[config.mk]
export PLATFORM = sky130hd
export DESIGN_NAME = unum4_pack_arb
export DESIGN_NICKNAME = d
export VERILOG_FILES = /design/src/rtl/unum4_pack_arb.sv
export SDC_FILE = /design/constraint.sdc
export NUM_CORES = 1
export LEC_CHECK = 0
export BUFFER_PORTS_ARGS = -buffer_cell sky130_fd_sc_hd__buf_4
export CAP_MARGIN = 10
export CORE_AREA = 2 2 153 155
export CTS_BUF_LIST = sky130_fd_sc_hd__clkbuf_2 sky130_fd_sc_hd__clkbuf_4 sky130_fd_sc_hd__clkbuf_8
export DETAILED_ROUTE_END_ITERATION = 10
export DIE_AREA = 0 0 155 157
export RECOVER_POWER = 100
export SLEW_MARGIN = 20
export SYNTH_ARGS = -nofsm -noshare
export SYNTH_HDL_FRONTEND = slang
export SYNTH_SLANG_ARGS = --single-unit
[constraint.sdc]
create_clock -name clk -period 2.1 [get_ports clk]
set_input_delay 0.315 -clock clk [delete_from_list [all_inputs] [get_ports clk]]
set_output_delay 0.315 -clock clk [all_outputs]
set_load 0.02 [all_outputs]
[src/rtl/unum4_pack_arb.sv]
// unum4_pack_arb: round-robin front end sharing one pipelined unum4 pack unit
// between N_REQ requesters. A tag pipeline follows each in-flight operation so
// the result returns on a broadcast bus labelled with its requester id. A
// RUN/DRAIN/FLUSHED state machine lets software quiesce the unit.
// Optional statistics counters: define UNUM4_PACK_ARB_STATS_EN.
module unum4_pack_arb #(
  parameter int N_REQ     = 4,
  parameter int ID_W      = 2,
  parameter int DATA_W    = 32,
  parameter int EXP_MAX_W = 16,
  parameter int MAN_W     = 32,
  parameter int PACK_LAT  = 3,
  parameter int OVER_ADV  = 1
) (
  input  logic                       clk,
  input  logic                       rst,
  input  logic [N_REQ-1:0]           req_valid,
  input  logic [N_REQ*EXP_MAX_W-1:0] req_exp,
  input  logic [N_REQ*MAN_W-1:0]     req_mant,
  output logic [N_REQ-1:0]           req_ready,
  output logic                       rsp_valid,
  output logic [ID_W-1:0]            rsp_id,
  output logic [DATA_W-1:0]          rsp_data,
  output logic                       rsp_over,
  input  logic                       flush,
  output logic                       flush_done,
  output logic                       busy,
  output logic                       err,
  output logic                       pk_start,
  output logic [EXP_MAX_W-1:0]       pk_exp,
  output logic [MAN_W-1:0]           pk_mant,
  input  logic                       pk_done,
  input  logic [DATA_W-1:0]          pk_o,
  input  logic                       pk_over,
  output logic [31:0]                ops_cnt,
  output logic [31:0]                over_cnt
);

  localparam int MASK_W = $clog2(PACK_LAT + 1);

  typedef enum logic [1:0] {ST_RUN, ST_DRAIN, ST_FLUSHED} state_t;

  state_t              state_q, state_d;
  logic                arb_en;
  logic [ID_W-1:0]     ptr_q;
  logic [ID_W-1:0]     gnt_id;
  logic                gnt_found;
  logic [PACK_LAT-1:0] tag_v_q;
  logic [ID_W-1:0]     tag_id_q [PACK_LAT];
  logic [MASK_W-1:0]   mask_q;
  logic                masked;
  logic                over_d;
  logic                err_q;

  // State register
  always_ff @(posedge clk) begin
    if (rst) state_q <= ST_RUN;
    else     state_q <= state_d;
  end

  // Next state and arbitration enable; flush seen in RUN blocks that cycle's grant
  always_comb begin
    state_d    = state_q;
    arb_en     = 1'b0;
    flush_done = 1'b0;
    unique case (state_q)
      ST_RUN: begin
        arb_en = !flush && !rst;
        if (flush) state_d = ST_DRAIN;
      end
      ST_DRAIN: begin
        if (!busy) state_d = ST_FLUSHED;
      end
      ST_FLUSHED: begin
        flush_done = 1'b1;
        if (!flush) state_d = ST_RUN;
      end
      default: state_d = ST_RUN;
    endcase
  end

  // Round-robin grant: indices above ptr first, then wrap to 0..ptr
  always_comb begin
    req_ready = '0;
    gnt_found = 1'b0;
    gnt_id    = '0;
    pk_exp    = '0;
    pk_mant   = '0;
    if (arb_en) begin
      for (int unsigned i = 0; i < N_REQ; i++) begin
        if (!gnt_found && req_valid[i] && (i > 32'(ptr_q))) begin
          gnt_found    = 1'b1;
          gnt_id       = ID_W'(i);
          req_ready[i] = 1'b1;
          pk_exp       = req_exp[i*EXP_MAX_W +: EXP_MAX_W];
          pk_mant      = req_mant[i*MAN_W +: MAN_W];
        end
      end
      for (int unsigned i = 0; i < N_REQ; i++) begin
        if (!gnt_found && req_valid[i] && (i <= 32'(ptr_q))) begin
          gnt_found    = 1'b1;
          gnt_id       = ID_W'(i);
          req_ready[i] = 1'b1;
          pk_exp       = req_exp[i*EXP_MAX_W +: EXP_MAX_W];
          pk_mant      = req_mant[i*MAN_W +: MAN_W];
        end
      end
    end
  end

  assign pk_start = |req_ready;

  // Round-robin pointer follows the last grant
  always_ff @(posedge clk) begin
    if (rst)           ptr_q <= ID_W'(N_REQ - 1);
    else if (pk_start) ptr_q <= gnt_id;
  end

  // Tag pipeline: {valid, id} travels alongside each pack operation
  always_ff @(posedge clk) begin
    if (rst) begin
      tag_v_q <= '0;
      for (int unsigned i = 0; i < PACK_LAT; i++) tag_id_q[i] <= '0;
    end else begin
      tag_v_q[0]  <= pk_start;
      tag_id_q[0] <= gnt_id;
      for (int unsigned i = 1; i < PACK_LAT; i++) begin
        tag_v_q[i]  <= tag_v_q[i-1];
        tag_id_q[i] <= tag_id_q[i-1];
      end
    end
  end

  // Post-reset mask: pk_done pulses from pre-reset operations are ignored
  always_ff @(posedge clk) begin
    if (rst)                 mask_q <= MASK_W'(PACK_LAT);
    else if (mask_q != '0)   mask_q <= mask_q - MASK_W'(1);
  end

  assign masked = (mask_q != '0);

  // pk_over leads pk_done by OVER_ADV cycles; realign it with the result
  generate
    if (OVER_ADV == 0) begin : g_over_pass
      assign over_d = pk_over;
    end else begin : g_over_dly
      logic [OVER_ADV-1:0] over_sr;
      // Over delay line
      always_ff @(posedge clk) begin
        if (rst) begin
          over_sr <= '0;
        end else begin
          over_sr[0] <= pk_over;
          for (int unsigned i = 1; i < OVER_ADV; i++) over_sr[i] <= over_sr[i-1];
        end
      end
      assign over_d = over_sr[OVER_ADV-1];
    end
  endgenerate

  // Sticky error on any done/tag disagreement outside the mask window
  always_ff @(posedge clk) begin
    if (rst)                                            err_q <= 1'b0;
    else if (!masked && (pk_done != tag_v_q[PACK_LAT-1])) err_q <= 1'b1;
  end

  assign err       = err_q;
  assign busy      = |tag_v_q;
  assign rsp_valid = pk_done & tag_v_q[PACK_LAT-1] & ~masked;
  assign rsp_id    = tag_id_q[PACK_LAT-1];
  assign rsp_data  = pk_o;
  assign rsp_over  = over_d;

`ifdef UNUM4_PACK_ARB_STATS_EN
  logic [31:0] ops_q, over_q;

  // Operation and overflow statistics, wrapping
  always_ff @(posedge clk) begin
    if (rst) begin
      ops_q  <= '0;
      over_q <= '0;
    end else begin
      if (pk_start)             ops_q  <= ops_q + 32'd1;
      if (rsp_valid && rsp_over) over_q <= over_q + 32'd1;
    end
  end

  assign ops_cnt  = ops_q;
  assign over_cnt = over_q;
`else
  assign ops_cnt  = '0;
  assign over_cnt = '0;
`endif

endmodule

==> impl.org <==
** Status
- The run finished, with violations left.
- The checks that failed: negative setup slack.

** Synth
- The mapped netlist covers 3820 um^2.
- Total of flip-flops plus latches after synthesis :: 17
- Leading post-synthesis cells by instance count :: sky130_fd_sc_hd__buf_4 (99), sky130_fd_sc_hd__nand2_1 (55), sky130_fd_sc_hd__a21oi_1 (54)
- Share of synthesized flip-flops with an asynchronous set or reset :: 0
- Yosys top cell by area :: sky130_fd_sc_hd__buf_4
- Gate count after technology mapping :: 598
- Total of warnings raised by yosys :: 0
- Share of the yosys chip area belonging to registers :: 0.0890
- Of the post-synthesis cell area, the dominant cell type holds 0.194.
- Among all flip-flop cells after synthesis, the most frequent one is sky130_fd_sc_hd__dfxtp_1.
- Among all cell types in the netlist, the one instantiated most often is sky130_fd_sc_hd__buf_4.
- Synth Area per Inst :: 6.39 um^2
- Cell types with the largest area share after synthesis :: sky130_fd_sc_hd__buf_4 (19%), sky130_fd_sc_hd__o221ai_1 (11%), sky130_fd_sc_hd__a211oi_1 (9.4%), sky130_fd_sc_hd__dfxtp_1 (8.9%), sky130_fd_sc_hd__o22ai_1 (8.0%)
- Counting flops with a built-in enable in the synthesized netlist gives 0.
- Count of distinct cell types in the synthesized netlist :: 40

** Global routing
- In the global route stage, overall resource usage came out at 0.146.
- Maximum number of pins on one net before global-route repair :: 30
- The initial antenna violation count was 0.
- Remaining Overflow, GRT :: 0
- Vias in the first global route :: 5,453
- The first global-routing pass estimated around 29 mm of wire.

** Power and ir drop
- Power per cell area :: 530 nW/um^2
- Power Total :: 3.88 mW
- The analysis attributes to cell leakage a power of 2.90 nW.
- Maximum vdd drop :: 0.000268 V

** Worst setup path
- Worst-path cell with the longest stage delay :: sky130_fd_sc_hd__or3b_4
- At the worst endpoint, the arrival time is between 1.5 and 2 ns.
- Register-to-Register Path Depth :: 6
- Sequence of cells on the critical path :: nand2b_4 -> a21oi_4 -> or3b_4 -> buf_12 -> o22ai_1 -> nor3_2 -> buf_4
- Start-to-end type of the worst setup path :: register to output pin
- CP Capture Type :: output pin
- Counting buffers and inverters, the worst setup path is 7 cells deep.
- Worst Path Max Fanout :: 13
- The critical path contains buffers and inverters numbering 2 combined.
- The worst setup path is launched from a register.
- Maximum cell stage delay along the critical path :: roughly 0.44 ns
- Delay-heaviest family, CP :: simple AND/OR/NAND/NOR gates
- Critical path data required time :: 1.78 ns

** Floorplan
- The floorplan step defined a die boundary enclosing between 20,000 and 25,000 um^2.
- Number of placement rows :: 55
- Initial Util :: 0.170
- The die is 155 um wide.
- Num ports :: a little under 400
- Vertical die dimension :: 157 um
- The floorplan step defined a core boundary enclosing approximately 23,000 um^2.

** Clocking
- Number of H-tree branching levels :: 1
- TritonCTS clock tree :: built
- Clk buf depth :: 2
- Number of clock buffers inserted by TritonCTS :: 3
- For this design, the sink count on the clock tree is 17.
- Clock-pin slew was measured on the worst setup and hold paths at approximately 0.06 ns.
- Clock tree root buffer cell :: sky130_fd_sc_hd__clkbuf_8
- Clock Latency Late Sink :: 0.24 ns

** Layout
- The layout has 2,371 filler cells.
- Total area of multi-input combinational cells :: 3660 um^2
- Seq. cell area :: 348 um^2
- Count of inserted antenna diode cells :: 0
- Of the cells placed in the final design, the portion with a size suffix greater than 1 is 0.587.
- The area growth from synthesis to layout is 91.2%.
- For this run, the post-layout net count is 1,059.
- Once layout is complete, the utilization of the core stands at 0.325.

** Placement
- Post-DP HPWL :: between 10 and 15 mm
- Input and output buffers added on the ports amount to 260.
- GPL Wtd Cong :: 0.890

** Min path
- Hold/Removal Path Class :: primary input to register
- Counting instances, the worst hold path has a depth of 2.

** Timing
- Setup Skew :: approximately 0.00044 ns
- Number of pins with negative max-slew slack in the final report :: 0
- Setup repair after global routing could not meet its margin everywhere.
- Tightest Pin Transition :: 0.580 ns
- Number of failing hold endpoints at the final stage :: 0
- Worst setup slack after layout :: -0.176 ns
- The worst pin sits at a relative slew slack of 0.610.
- Maximum frequency from static timing analysis :: between 0.4 and 0.5 GHz
- After layout, the minimum clock period comes to 2.28 ns.
- Setup violations remaining at the end of the flow were counted as between 40 and 50.
- Dividing the final minimum period by the clock period gives 1.08.

** Route
- Total length of routed wires :: between 20 and 25 mm
- Per-cell routed wire length :: between 20 and 25 um
- After detailed routing, the number of remaining DRC violations is 0.
- Avg Vias per Cell :: 5.09
- Post-DRT Antenna Nets :: 0
- Vias after detailed routing :: 5,639
- The first detailed-routing pass took 5 iterations.
- For this block, the initial DRC count from the detailed router was 405.

** Flow run
- Max-cap violations :: 0
## timing repair
item,4_1_cts,5_1_grt
pin swaps,14,15
endpoints found under the setup margin,50,49
setup buffers,2,3
resized for setup,80,82
hold buffers,0,0
gates cloned,2,12
## layer usage
metal  vias to the layer above  global-route usage  share of wire
met4                         0              0.0494          0.025
li1                       2562                   -              -
met3                        51              0.0171          0.067
met2                       344               0.269           0.51
met5                         -                   0              0
met1                      2682               0.176           0.40
## placed cells by master, fill, tap and decap left out, types with 3 or more instances in the layout
master | netlist | final
sky130_fd_sc_hd__o22ai_1 | 49 | 12
sky130_fd_sc_hd__nor2_1 | 13 | 12
sky130_fd_sc_hd__buf_16 | 0 | 4
sky130_fd_sc_hd__o221ai_1 | 49 | 36
sky130_fd_sc_hd__clkbuf_8 | 0 | 3
sky130_fd_sc_hd__dfxtp_1 | 17 | 15
sky130_fd_sc_hd__a21oi_1 | 54 | 49
sky130_fd_sc_hd__o22ai_2 | 0 | 36
sky130_fd_sc_hd__clkbuf_1 | 40 | 7
sky130_fd_sc_hd__buf_12 | 0 | 16
sky130_fd_sc_hd__clkbuf_16 | 0 | 10
sky130_fd_sc_hd__conb_1 | 1 | 64
sky130_fd_sc_hd__buf_4 | 99 | 271
sky130_fd_sc_hd__a211oi_4 | 0 | 8
sky130_fd_sc_hd__nand2_1 | 55 | 54
sky130_fd_sc_hd__nor3_1 | 51 | 4
sky130_fd_sc_hd__nor2b_1 | 10 | 9
sky130_fd_sc_hd__inv_1 | 8 | 8
sky130_fd_sc_hd__buf_6 | 3 | 10
sky130_fd_sc_hd__nor3_2 | 0 | 45
sky130_fd_sc_hd__o221ai_2 | 0 | 12
sky130_fd_sc_hd__a21oi_2 | 0 | 4
sky130_fd_sc_hd__a211oi_2 | 0 | 40
sky130_fd_sc_hd__nand3_1 | 50 | 50
## area by class of cell
type,instances,share of cell area
multi-input cells,475,0.501
clock buffers,3,0.00565
well taps,285,0.0488
clock inverters,1,0.000685
repair buffers,319,0.393
flip-flops and latches,17,0.0476
inverters,8,0.00411
## sequential cells by signal (all words and copies together) (netlist names)
signal / count
tag_id_q: 6
tag_v_q: 3
mask_q: 2
ptr_q: 2
state_q: 2
err: 1
rsp_over: 1
## worst paths after layout
kind	start	slack, ns	end
worst max-delay path	ptr_q[1]	-0.18	pk_mant[20]
worst min-delay path	pk_over	0.28	rsp_over
worst max register to register	ptr_q[1]	0.32	ptr_q[0]
worst min register to register	tag_id_q[0][0]	0.43	tag_id_q[0][2]
## where the power goes
part	leakage (nW)	switching [mW]	internal (mW)
logic	2.73	1.77	1.49
clock network	0.0255	0.102	0.131
registers	0.139	0.0274	0.358
## logic make-up (layout without fill, tap and decap cells)
logic type	Yosys count	count (layout)	synth area share
compound gates	215	215	0.387
other cells	1	64	0.000981
fa+ha+maj	2	2	0.00655
mux	2	2	0.00556
flops	17	17	0.0890
simple gates	191	191	0.236
buf+inv	169	331	0.272
xor+xnor	1	1	0.00229
## metrics by stage
step                      hold slack, ns  cells  TNS, ns  cell area, um^2  worst slack (ns)
after floorplan                    0.387    661        0             4260           0.00315
after global placement             0.419   1085   -12.79             6050            -0.281
after detailed placement           0.421   1085   -13.02             6050            -0.298
after CTS                          0.277   1093    -3.88             6570            -0.122
after global routing               0.277   1108    -8.17             7310            -0.238
final                              0.280   1108    -5.15             7310            -0.176
(Power assumes the default switching activity.)
